===== src/rtl/trng_pkg.sv =====
// Shared types for the TRNG entropy reader: FSM states, failure codes and word width.
package trng_pkg;

    localparam int unsigned TrngW = 32;

    typedef enum logic [1:0] {
        StOff,
        StRun,
        StFail
    } rdr_state_e;

    typedef enum logic [1:0] {
        FailNone    = 2'd0,
        FailDead    = 2'd1,
        FailTimeout = 2'd2
    } fail_code_e;

endpackage


===== src/rtl/trng_rd_fifo.sv =====
// Small synchronous show-ahead FIFO with synchronous flush; Depth must be a power of two.
module trng_rd_fifo #(
    parameter int unsigned Width = 32,
    parameter int unsigned Depth = 4
) (
    input  logic             clk_i,
    input  logic             rst_i,
    input  logic             flush_i,
    input  logic             push_i,
    input  logic [Width-1:0] wdata_i,
    input  logic             pop_i,
    output logic [Width-1:0] rdata_o,
    output logic             full_o,
    output logic             empty_o
);

    localparam int unsigned PtrW = $clog2(Depth);
    localparam int unsigned CntW = PtrW + 1;

    logic [Width-1:0] mem_q [Depth];
    logic [PtrW-1:0]  wptr_q, wptr_d;
    logic [PtrW-1:0]  rptr_q, rptr_d;
    logic [CntW-1:0]  count_q, count_d;
    logic             do_push, do_pop;

    always_comb begin
        full_o  = (count_q == CntW'(Depth));
        empty_o = (count_q == '0);
        rdata_o = mem_q[rptr_q];
        do_pop  = pop_i & ~empty_o;
        // A full FIFO can still take a word in the cycle it gives one up.
        do_push = push_i & (~full_o | do_pop);

        wptr_d  = wptr_q;
        rptr_d  = rptr_q;
        count_d = count_q;
        if (do_push) wptr_d = wptr_q + PtrW'(1);
        if (do_pop)  rptr_d = rptr_q + PtrW'(1);
        unique case ({do_push, do_pop})
            2'b10:   count_d = count_q + CntW'(1);
            2'b01:   count_d = count_q - CntW'(1);
            default: count_d = count_q;
        endcase
        if (flush_i) begin
            wptr_d  = '0;
            rptr_d  = '0;
            count_d = '0;
        end
    end

    always_ff @(posedge clk_i) begin
        if (rst_i) begin
            wptr_q  <= '0;
            rptr_q  <= '0;
            count_q <= '0;
        end else begin
            wptr_q  <= wptr_d;
            rptr_q  <= rptr_d;
            count_q <= count_d;
        end
    end

    always_ff @(posedge clk_i) begin
        if (do_push && !flush_i) mem_q[wptr_q] <= wdata_i;
    end

endmodule


===== src/rtl/trng_entropy_reader.sv =====
// Consumer side of the TRNG: starts it, captures and acknowledges words, buffers them and
// serves 1..16-word requests; dead-TRNG and starvation failures are sticky until reset.
module trng_entropy_reader
    import trng_pkg::*;
#(
    parameter int unsigned DATA_W      = TrngW,
    parameter int unsigned FIFO_DEPTH  = 4,
    parameter int unsigned TIMEOUT_CYC = 4096
) (
    input  logic              clk_i,
    input  logic              rst_i,
    input  logic              enable_i,
    output logic              trng_enable_o,
    input  logic              rnd_ready_i,
    input  logic [DATA_W-1:0] rnd_data_i,
    input  logic              trng_intr_i,
    output logic              ack_read_o,
    input  logic              req_i,
    input  logic [3:0]        req_len_i,
    output logic              busy_o,
    output logic              out_valid_o,
    input  logic              out_ready_i,
    output logic [DATA_W-1:0] out_data_o,
    output logic              out_last_o,
    output logic              fail_o,
    output logic [1:0]        fail_code_o
);

    localparam int unsigned WdW = $clog2(TIMEOUT_CYC + 1);

    rdr_state_e        state_q, state_d;
    fail_code_e        fail_code_q, fail_code_d;
    logic [DATA_W-1:0] hold_q, hold_d;
    logic              pend_q, pend_d;
    logic [WdW-1:0]    wd_q, wd_d;
    logic              busy_q, busy_d;
    logic [4:0]        remaining_q, remaining_d;
    logic              trng_en_q, trng_en_d;

    logic              in_run, dead, wd_count, timeout, fail_now;
    logic              capture, push, pop, req_acc;
    logic              fifo_full, fifo_empty;
    logic [DATA_W-1:0] fifo_rdata;

    trng_rd_fifo #(
        .Width (DATA_W),
        .Depth (FIFO_DEPTH)
    ) u_fifo (
        .clk_i   (clk_i),
        .rst_i   (rst_i),
        .flush_i (fail_now),
        .push_i  (push),
        .wdata_i (hold_q),
        .pop_i   (pop),
        .rdata_o (fifo_rdata),
        .full_o  (fifo_full),
        .empty_o (fifo_empty)
    );

    always_comb begin
        in_run   = (state_q == StRun);
        dead     = in_run & trng_intr_i & ~rnd_ready_i;
        wd_count = in_run & ~pend_q & ~fifo_full;
        timeout  = wd_count & ~rnd_ready_i & (wd_q == WdW'(TIMEOUT_CYC - 1));
        fail_now = dead | timeout;

        // Ack only a word already held, never one arriving this cycle.
        push    = in_run & pend_q & ~fifo_full & ~fail_now;
        capture = in_run & rnd_ready_i & ~pend_q & ~fail_now;

        out_valid_o = busy_q & ~fifo_empty & ~fail_now;
        out_last_o  = out_valid_o & (remaining_q == 5'd1);
        out_data_o  = out_valid_o ? fifo_rdata : '0;
        pop         = out_valid_o & out_ready_i;
        req_acc     = req_i & ~busy_q & (state_q != StFail);

        ack_read_o    = push;
        trng_enable_o = trng_en_q;
        busy_o        = busy_q;
        fail_o        = (state_q == StFail);
        fail_code_o   = fail_code_q;
    end

    always_comb begin
        state_d     = state_q;
        fail_code_d = fail_code_q;
        trng_en_d   = 1'b0;
        hold_d      = hold_q;
        pend_d      = pend_q;
        wd_d        = wd_q;
        busy_d      = busy_q;
        remaining_d = remaining_q;

        unique case (state_q)
            StOff: begin
                if (enable_i) begin
                    state_d   = StRun;
                    trng_en_d = 1'b1;
                end
            end
            StRun: begin
                if (fail_now) begin
                    state_d     = StFail;
                    fail_code_d = dead ? FailDead : FailTimeout;
                end
            end
            StFail:  state_d = StFail;
            default: state_d = StFail;
        endcase

        if (capture) begin
            hold_d = rnd_data_i;
            pend_d = 1'b1;
            wd_d   = '0;
        end else begin
            if (push)     pend_d = 1'b0;
            if (wd_count) wd_d   = wd_q + WdW'(1);
        end

        if (req_acc) begin
            busy_d      = 1'b1;
            remaining_d = {1'b0, req_len_i} + 5'd1;
        end else if (pop) begin
            remaining_d = remaining_q - 5'd1;
            if (remaining_q == 5'd1) busy_d = 1'b0;
        end

        if (fail_now) begin
            hold_d      = '0;
            pend_d      = 1'b0;
            busy_d      = 1'b0;
            remaining_d = '0;
        end
    end

    always_ff @(posedge clk_i) begin
        if (rst_i) begin
            state_q     <= StOff;
            fail_code_q <= FailNone;
            trng_en_q   <= 1'b0;
            hold_q      <= '0;
            pend_q      <= 1'b0;
            wd_q        <= '0;
            busy_q      <= 1'b0;
            remaining_q <= '0;
        end else begin
            state_q     <= state_d;
            fail_code_q <= fail_code_d;
            trng_en_q   <= trng_en_d;
            hold_q      <= hold_d;
            pend_q      <= pend_d;
            wd_q        <= wd_d;
            busy_q      <= busy_d;
            remaining_q <= remaining_d;
        end
    end

endmodule


===== config.mk =====
export PLATFORM = sky130hd
export DESIGN_NAME = trng_entropy_reader
export DESIGN_NICKNAME = d
export VERILOG_FILES = /design/src/rtl/trng_pkg.sv /design/src/rtl/trng_rd_fifo.sv /design/src/rtl/trng_entropy_reader.sv
export SDC_FILE = /design/constraint.sdc
export NUM_CORES = 1
export LEC_CHECK = 0
export CAP_MARGIN = 20
export CORE_ASPECT_RATIO = 1.2
export CORE_MARGIN = 8
export CORE_UTILIZATION = 63
export CTS_BUF_LIST = sky130_fd_sc_hd__clkbuf_8
export CTS_CLUSTER_DIAMETER = 150
export DETAILED_ROUTE_END_ITERATION = 8
export PLACE_DENSITY = 0.88
export SYNTH_ARGS = -nofsm -noshare
export SYNTH_HDL_FRONTEND = slang
export SYNTH_SLANG_ARGS = --single-unit

===== constraint.sdc =====
create_clock -name clk_i -period 4.6 [get_ports clk_i]
set_clock_uncertainty 0.05 [all_clocks]
set_input_delay 0.69 -clock clk_i [delete_from_list [all_inputs] [get_ports clk_i]]
set_output_delay 0.69 -clock clk_i [all_outputs]
set_load 0.03 [all_outputs]

# Word-level counts from Yosys, hierarchy flattened
# Memories as Yosys holds them, arrays and structs flattened. A register that Yosys moved wholly into a read port is not among the register bits.
# Cells that the tools add are included.
# totals
input_bits	43
mem_bits_ro	0
mem_count	1
register_bits	64
latch_bits	0
ram_bits	128
wordCells	90
# mem_list
name	depth	word_bits	read_ports	rd_ports_with_merged_regs	wr	line	rtl
u_fifo.mem_q	4	32	1	1	1	trng_rd_fifo.sv:20	logic [Width-1:0] mem_q [Depth];
# op_classes
bitwise_logic	29
eq_ne	10
n_reduce_logical	14
mul	0
div_mod_pow	0
n_addsub	7
n_lt_le_gt_ge	0
muxes	18
shifts	0
# ops
operator	count
$mux W32	1
$and A1 B1 Y1	20
$add A13 B1 Y13 const B	1
$eq A13 B12 Y1 const B	1
$mux W2	5
$mux W5	2
$mux W1	8
$reduce_bool A2 Y1	4
$not A1 Y1	7
$pmux W3 S2	1
$reduce_and A2 Y1	3
$reduce_or A2 Y1	3
$add A4 B1 Y5 const B	1
$eq A5 B1 Y1 const B	1
$sub A5 B1 Y5 const B	1
$add A2 B1 Y2 const B	2
$eq A2 B1 Y1 const B	2
$eq A2 B2 Y1 const B	2
$ne A2 B2 Y1 const B	2
$pmux W2 S2	1
$add A3 B1 Y3 const B	1
$eq A3 B3 Y1 const B	1
$logic_not A3 Y1	1
$sub A3 B1 Y3 const B	1
5 further kinds	6

# Longest topological paths before layout
# Gate-level depths: netlist of the first run.
# depth
ltp_word	15
ltp_mapped	12

# Cells and area by module
# A second synthesis of the first run with hierarchy kept.
# hier_totals
hier_cells	563
area_unflattened_um2	7793.7
# by_module_without_submodules
mod	area_per_inst_um2	instances	cells_each
trng_rd_fifo	5168.7	1	234
trng_entropy_reader	2625.0	1	329

# Worst setup path after synthesis of the first run
# Ideal clock, no wire load.
# synth_path
kind	input port to flip-flop
from	input rnd_ready_i
to	memory u_fifo.mem_q[0][0] (enable)
n_path_buf	1
arrival_time_ns	2.330
path_stages	4
setup_slack_ns	1.828
required_time_ns	4.158
cell_sequence	nand2b_1 > nor4bb_1 > clkbuf_1 > and2_1
# synth_between
word_cells_on_any_way	16
# synth_lines
item	line	rtl
start: declaration	trng_entropy_reader.sv:14	input logic rnd_ready_i,
$not A1 Y1 *	trng_entropy_reader.sv:62, trng_entropy_reader.sv:64	
$and A1 B1 Y1 (2 in a row)	trng_entropy_reader.sv:64	timeout = wd_count & ~rnd_ready_i & (wd_q == WdW'(TIMEOUT_CYC - 1));
$or A1 B1 Y1 *	trng_entropy_reader.sv:65	fail_now = dead | timeout;
$not A1 Y1 *	trng_entropy_reader.sv:68	push = in_run & pend_q & ~fifo_full & ~fail_now;
$and A1 B1 Y1 *	trng_entropy_reader.sv:68	
named net ack_read_o	trng_entropy_reader.sv:17	output logic ack_read_o,
$and A1 B1 Y1 *	trng_rd_fifo.sv:32	do_push = push_i & (~full_o | do_pop);
$logic_and A1 B1 Y1 *	trng_rd_fifo.sv:64	if (do_push && !flush_i) mem_q[wptr_q] <= wdata_i;
$mux W1 *	trng_rd_fifo.sv:64	
$mux W1 (not written as such) *	trng_rd_fifo.sv:64	
end: declaration	trng_rd_fifo.sv:20	
# The timed path passes the listed nets; every way through them passes the cells marked *.

# Worst setup path in the final report of the first run
# layout_path
from	register state_q[0]
to	output out_data_o[19]
# layout_between
elab_chain_cells	9
word_cells_on_any_way	11
# layout_rtl
item	line	rtl
start: declaration	trng_entropy_reader.sv:31	rdr_state_e state_q, state_d;
start signal: assignment	trng_entropy_reader.sv:138	state_q <= StOff;
start signal: assignment	trng_entropy_reader.sv:147	state_q <= state_d;
$eq A2 B1 Y1 *	trng_entropy_reader.sv:61	in_run = (state_q == StRun);
$and A1 B1 Y1 (2 in a row)	trng_entropy_reader.sv:63	wd_count = in_run & ~pend_q & ~fifo_full;
$and A1 B1 Y1 (2 in a row)	trng_entropy_reader.sv:64	
$or A1 B1 Y1 *	trng_entropy_reader.sv:65	
$not A1 Y1 *	trng_entropy_reader.sv:71	out_valid_o = busy_q & ~fifo_empty & ~fail_now;
$and A1 B1 Y1 *	trng_entropy_reader.sv:71	
$mux W32 *	trng_entropy_reader.sv:73	out_data_o = out_valid_o ? fifo_rdata : '0;
end: declaration	trng_entropy_reader.sv:23	output logic [DATA_W-1:0] out_data_o,
# Mark *: on every way between the ends. The rest lies on a longest branch, timed or not.

==> flow_metrics.env, run 1 <==
export IMPL_status="finished, final reports clean"
export IMPL_seq_area_mm2=0.005167
export IMPL_io_pins=83
export IMPL_coreArea_mm2=0.01195
export IMPL_postCtsHoldBufs=0
export IMPL_vias_per_cell=5.894
export IMPL_switching_share_pct=21.80
export IMPL_dieArea_mm2=0.01585
export IMPL_post_route_period_util_pct=81.96
export IMPL_htreeDepth=4
export IMPL_synthSimpleGateAreaFrac_pct=12.21
export IMPL_synthTopCellsByCount="128 x edfxtp_1, 70 x nand2_1, 66 x dfxtp_1, 36 x and3_1, 35 x a21oi_1"
export IMPL_dp_hpwl_mm=9.612
export IMPL_slew_headroom_pct=27.11
export IMPL_rsz0062_at_grt="no"
export IMPL_row_count=44
export IMPL_drc=0
export IMPL_pwr_share_seq_pct=58.5
export IMPL_vias=4621
export IMPL_yosysMostFrequentCell="edfxtp_1"
export IMPL_grt_pass1_vias=4785
export IMPL_cts_root_buf="clkbuf_8"
export IMPL_avgSynthCellArea_um2=14.31
export IMPL_synth_cell_types=47
export IMPL_power_density_mw_per_mm2=364.8
export IMPL_synthFlopType="edfxtp_1"
export IMPL_cp_start_kind="register"
export IMPL_port_buffers=82
export IMPL_initial_core_util_pct=63.63
export IMPL_setup_viol=0
export IMPL_fin_nets=663
export IMPL_yosys_top_cells_area="edfxtp_1 51%, dfxtp_1 17%, mux4_2 9.5%"
export IMPL_grtUsageTotal_pct=20.91
export IMPL_cp_arrival_ns=3.03
export IMPL_fp_dieW_um=116.3
export IMPL_hp_class="reg -> reg"
export IMPL_p_leak_nw=3.043
export IMPL_drive_gt1_share_pct=13.48
export IMPL_grt_start_max_net_pins=49
export IMPL_synth_top_family_by_area="simple AND/OR/NAND/NOR gates"
export IMPL_synth_top_area_share_pct=50.57
export IMPL_min_period_ns=3.770
export IMPL_yosysSeqAreaShare_pct=67.95
export IMPL_crit_required_ns=3.86
export IMPL_cts_buffers_inserted=17
export IMPL_final_setup_tns_ns=0
export IMPL_hold_viol_final=0
export IMPL_antenna_found_initial=0
export IMPL_cts_sinks=194
export IMPL_synth_cells=531
export IMPL_end_kind="output port"
export IMPL_placed_cell_area_mm2=0.008561
export IMPL_cts_setup_buffers=0
export IMPL_cts_buffer_depth=2
export IMPL_syn2layout_area_growth_pct=18.27
export IMPL_clk_pin_slew_ns=0.09
export IMPL_grt_pass1_wl_mm=24.75
export IMPL_slew_viol_final=0
export IMPL_ir_drop_uv=265.7
export IMPL_multi_input_area_mm2=0.002281
export IMPL_syn_nets=584
export IMPL_synth_xor_area_share_pct=2.420
export IMPL_design_area_mm2=0.008990
export IMPL_place_congestion=0.8596
export IMPL_comb_power_share_pct=5.9
export IMPL_nFillCells=721
export IMPL_crit_path_max_fanout=34
export IMPL_synth_adder_area_share_pct=1.745
export IMPL_cts_repair_resized=0
export IMPL_antenna_cells=0
export IMPL_wirelength_mm=15.58
export IMPL_worst_slew_pin_slew_ns=1.093
export IMPL_dieHeight_um=136.3
export IMPL_synthMuxAreaShare_pct=9.745
export IMPL_maxCapViolCount=0
export IMPL_p_sw_w=0.0007151
export IMPL_netlist_area_mm2=0.007601
export IMPL_synth_compound_area_share_pct=3.786
export IMPL_yosysTopAreaCell="edfxtp_1"
export IMPL_wl_per_cell_um=19.87
export IMPL_timing_fmax_mhz=265.2
export IMPL_drtPass1Iterations=5
export IMPL_cts_tree="done"
export IMPL_grt_remaining_overflow=0
export IMPL_synthArstFlopShare_pct=0
export IMPL_synth_edf_count=128
export IMPL_internal_power_w=0.002564
export IMPL_yosys_warnings=0
export IMPL_total_power_w=0.003279
export IMPL_clk_latency_ns=0.45
export IMPL_synth_ff_latch_count=194
export IMPL_clkPwrFrac_pct=35.7
export IMPL_worstSetupPathType="reg -> out"
export IMPL_dr_first_iter_drc_count=394
export IMPL_ant_nets=0
==> sequential cells by signal (all words and copies together) (netlist names), 3 cells and up, named ones only <==
register	count
u_fifo.mem_q	128
hold_q	32
wd_q	13
remaining_q	5
u_fifo.count_q	3
==> cell usage in the layout (no fill, tap or decap), types with 3 or more instances in the layout <==
| cell type | count |
|---|---|
| a211oi_1 | 5 |
| a21oi_1 | 35 |
| and2_1 | 3 |
| and2_2 | 4 |
| and3_1 | 36 |
| buf_4 | 7 |
| bufinv_16 | 4 |
| clkbuf_8 | 17 |
| clkdlybuf4s50_1 | 82 |
| clkinv_4 | 3 |
| dfxtp_1 | 64 |
| edfxtp_1 | 128 |
| ha_1 | 9 |
| inv_1 | 13 |
| mux4_2 | 32 |
| nand2_1 | 70 |
| nand3_1 | 6 |
| nand4_1 | 6 |
| nor2_1 | 34 |
| nor3_1 | 4 |
| nor4_1 | 4 |
| xnor2_1 | 10 |
| xor2_1 | 11 |
==> critical path: stages, from the launching register on <==
cell	delay [ns]
dfxtp_1	0.38
or3b_4	0.43
nor4_4	0.55
a21boi_2	0.11
buf_4	0.26
and3_1	0.23
clkdlybuf4s50_1	0.60
==> cell families (layout without fill, tap and decap cells) <==
family	Yosys count	in the layout
compound gates	49	49
xor+xnor	21	21
fa+ha+maj	10	10
buf+inv	39	131
flops	194	194
mux	34	34
simple gates	184	184
==> path summary, 6_finish.rpt <==
kind / from / end / slack, ns / cells past startpoint
worst max-delay path: state_q[0]$_SDFFE_PP0P_ / out_data_o[19] / 0.83 / 6
worst min-delay path: fail_code_o[0]$_SDFFE_PP0P_ / fail_code_o[0]$_SDFFE_PP0P_ / 0.43 / 2
worst max register to register: busy_o$_SDFFE_PP0P_ / u_fifo.count_q[2]$_SDFFE_PP0P_ / 1.64 / 10
worst min register to register: fail_code_o[0]$_SDFFE_PP0P_ / fail_code_o[0]$_SDFFE_PP0P_ / 0.43 / 2
==> area by class of cell <==
| cell class | instances | area share (%) |
|---|---|---|
| multi-input cells | 298 | 25.37 |
| flip-flops and latches | 194 | 57.48 |
| clock inverters | 15 | 2.171 |
| repair buffers | 89 | 9.715 |
| inverters | 10 | 0.4175 |
| well taps | 161 | 2.241 |
| clock buffers | 17 | 2.603 |
==> metal layers <==
metal	GRT usage, %	wire length [um]	part of all wire (%)
met1	25.12	6134	39
met2	34.77	7840	50
met3	4.578	1190	7.6
met4	10.54	415	2.7
met5	0	0	0
==> power by group through the flow <==
stage / Combinational (W) / Clock [W] / Sequential, W
2_1_floorplan: 0.000107 / 0 / 0.00195
3_3_place_gp: 0.000185 / 0 / 0.00195
3_5_place_dp: 0.000191 / 0 / 0.00196
4_1_cts: 0.000193 / 0.00118 / 0.00192
5_1_grt: 0.000210 / 0.00126 / 0.00192
6_report: 0.000192 / 0.00117 / 0.00192
==> through the flow <==
step	std cells	setup WS [ns]	utilization [%]	hold slack [ns]
2_1_floorplan	531	1.828	-	0.3917
3_3_place_gp	752	0.8737	71.66	0.4106
3_5_place_dp	752	0.8333	71.66	0.4110
4_1_cts	784	0.7869	75.25	0.4255
5_1_grt	784	0.6102	75.25	0.4679
6_report	784	0.8299	75.25	0.4312
(Power assumes the default switching activity.)
==> run 2: changes to the inputs <==
Settings changed: CORE_UTILIZATION 63 to 58, PLACE_DENSITY 0.88 to 0.82.
Clock period 4.6 ns to 3.8 ns, I/O delays scaled along.
==> run 2 against run 1 <==
  * Final area rose by 1.4%
  * Flip-flop and latch count unchanged
  * Via count down 0.48%
  * Critical endpoint unchanged
==> flow_metrics.env, run 2 (synthesis results as in run 1) <==
export IMPL_dieArea_mm2=0.01704
export IMPL_seq_area_mm2=0.005167
export IMPL_crit_required_ns=3.18
export IMPL_timing_fmax_mhz=277.7
export IMPL_min_period_ns=3.601
export IMPL_crit_path_start="state_q[0]$_SDFFE_PP0P_"
export IMPL_htreeDepth=4
export IMPL_rsz0062_at_grt="no"
export IMPL_top_register="u_fifo.mem_q"
export IMPL_syn2layout_area_growth_pct=19.88
export IMPL_dp_hpwl_mm=10.26
export IMPL_worstSetupPathType="reg -> out"
export IMPL_design_area_mm2=0.009112
export IMPL_dr_first_iter_drc_count=343
export IMPL_wirelength_mm=15.89
export IMPL_postCtsHoldBufs=0
export IMPL_worstHoldStart="fail_code_o[0]$_SDFFE_PP0P_"
export IMPL_antenna_cells=0
export IMPL_slew_viol_final=0
export IMPL_grtUsageTotal_pct=18.74
export IMPL_mostFrequentLayoutCells="128 x edfxtp_1, 74 x clkdlybuf4s50_1, 70 x nand2_1, 64 x dfxtp_1, 36 x and3_1"
export IMPL_p_leak_nw=3.131
export IMPL_multi_input_area_mm2=0.002307
export IMPL_cts_buffer_depth=2
export IMPL_fp_dieW_um=120.5
export IMPL_pre_cts_ws_ns=0.09878
export IMPL_cts_repair_resized=0
export IMPL_layout_commonest_cell="edfxtp_1"
export IMPL_slew_headroom_pct=41.89
export IMPL_rrSetupSlack_ns=0.84
export IMPL_grt_pass1_wl_mm=24.45
export IMPL_placed_cell_area_mm2=0.008702
export IMPL_grt_start_max_net_pins=35
export IMPL_clk_latency_ns=0.45
export IMPL_setup_viol=0
export IMPL_cp_arrival_ns=2.98
export IMPL_row_count=46
export IMPL_nFillCells=889
export IMPL_cts_sinks=194
export IMPL_ant_nets=0
export IMPL_rr_worst_depth=10
export IMPL_post_route_period_util_pct=94.76
export IMPL_worst_slew_pin_slew_ns=0.8717
export IMPL_coreArea_mm2=0.01301
export IMPL_r2r_end="u_fifo.count_q[1]$_SDFFE_PP0P_"
export IMPL_grt_remaining_overflow=0
export IMPL_io_pins=83
export IMPL_port_buffers=82
export IMPL_initial_core_util_pct=58.44
export IMPL_drc=0
export IMPL_cpMaxStageDelayCell="clkdlybuf4s50_1"
export IMPL_cts_root_buf="clkbuf_8"
export IMPL_cp_cell_sequence="or3b_4, nor4_4, a21boi_4, and3_1, clkdlybuf4s50_1"
export IMPL_maxCapViolCount=0
export IMPL_drtPass1Iterations=4
export IMPL_drive_gt1_share_pct=16.54
export IMPL_largest_reg_flops=128
export IMPL_final_setup_tns_ns=0
export IMPL_power_density_mw_per_mm2=424.1
export IMPL_top_regs="u_fifo.mem_q: 128 flops, hold_q: 32 flops, wd_q: 13 flops"
export IMPL_crit_path_max_fanout=17
export IMPL_placed_cells=770
export IMPL_vias_per_cell=5.727
export IMPL_hp_class="reg -> reg"
export IMPL_worstReg2RegStart="state_q[0]$_SDFFE_PP0P_"
export IMPL_clk_pin_slew_ns=0.09
export IMPL_holdPathEnd="fail_code_o[0]$_SDFFE_PP0P_"
export IMPL_antenna_found_initial=0
export IMPL_hold_ws_ns=0.4308
export IMPL_vias=4599
export IMPL_cp_start_kind="register"
export IMPL_hold_viol_final=0
export IMPL_dieHeight_um=141.4
export IMPL_wl_per_cell_um=19.79
export IMPL_setup_ws_ns=0.1990
export IMPL_cts_setup_buffers=0
export IMPL_grt_pass1_vias=4791
export IMPL_cts_buffers_inserted=17
export IMPL_final_cells=803
export IMPL_status="finished, final reports clean"
export IMPL_ir_drop_uv=253.3
export IMPL_hold_depth=2
export IMPL_place_congestion=0.7915
export IMPL_cpPeakStageDelay_ns=0.60
export IMPL_cts_tree="done"
export IMPL_end_kind="output port"
export IMPL_fin_nets=675
[run 2: cell count changes in the layout (fill, tap and decap cells not counted)]
cell             delta
clkinvlp_4          +1
clkdlybuf4s50_1     -8
inv_1               -2
inv_6               +1
buf_4              +14
a21boi_4            +2
bufinv_16           -2
clkinv_2            +1
inv_8               +2
a21boi_2            -1
clkinv_1            +1
clkinv_4            -2
buf_12              +5
[run 2: layout make-up]
type	instances	area share (%)
Clock inverter	15	1.730
Timing Repair Buffer	100	10.96
Clock buffer	17	2.568
Inverter	10	0.4119
Tap cell	168	2.307
Sequential cell	194	56.71
Multi-Input combinational cell	299	25.32
[run 2: worst max path at each step]
stage,end,slack (ns)
floorplan,u_fifo.mem_q[0][0]$_DFFE_PP_,1.15
global placement,out_data_o[30],0.14
detailed placement,out_data_o[19],0.1
CTS,out_data_o[19],0.1
global route,out_data_o[4],0.11
finish,out_data_o[19],0.20
[run 2: critical path, delay by kind of cell, from the launching register on]
kind	cells	cell delay, ns
compound gates	1	0.28
buf+inv	1	0.60
flops	1	0.42
simple gates	3	1.22
[run 2: where the power goes]
group	total, W	internal [W]	switching (W)
sequential	0.00232	0.00228	0.0000377
combinational	0.000240	0.000110	0.000130
clock	0.00130	0.000593	0.000710
total	0.00386	0.00299	0.000878
[run 2: metrics by stage]
step | power (W) | utilization [%]
final | 0.003864 | 70.06
after global routing | 0.003992 | 70.06
after CTS | 0.003882 | 69.91
after detailed placement | 0.002607 | 66.90
after global placement | 0.002593 | 66.90
after floorplan | 0.002493 | -
[run 2: per-layer routing]
layer / wire (um) / global-route usage, % / vias to the layer above
met5: 0 / 0 / -
met4: 250 / 8.366 / 0
met3: 938 / 4.135 / 17
met2: 8537 / 33.58 / 136
met1: 6167 / 20.81 / 2302
li1: - / - / 2144
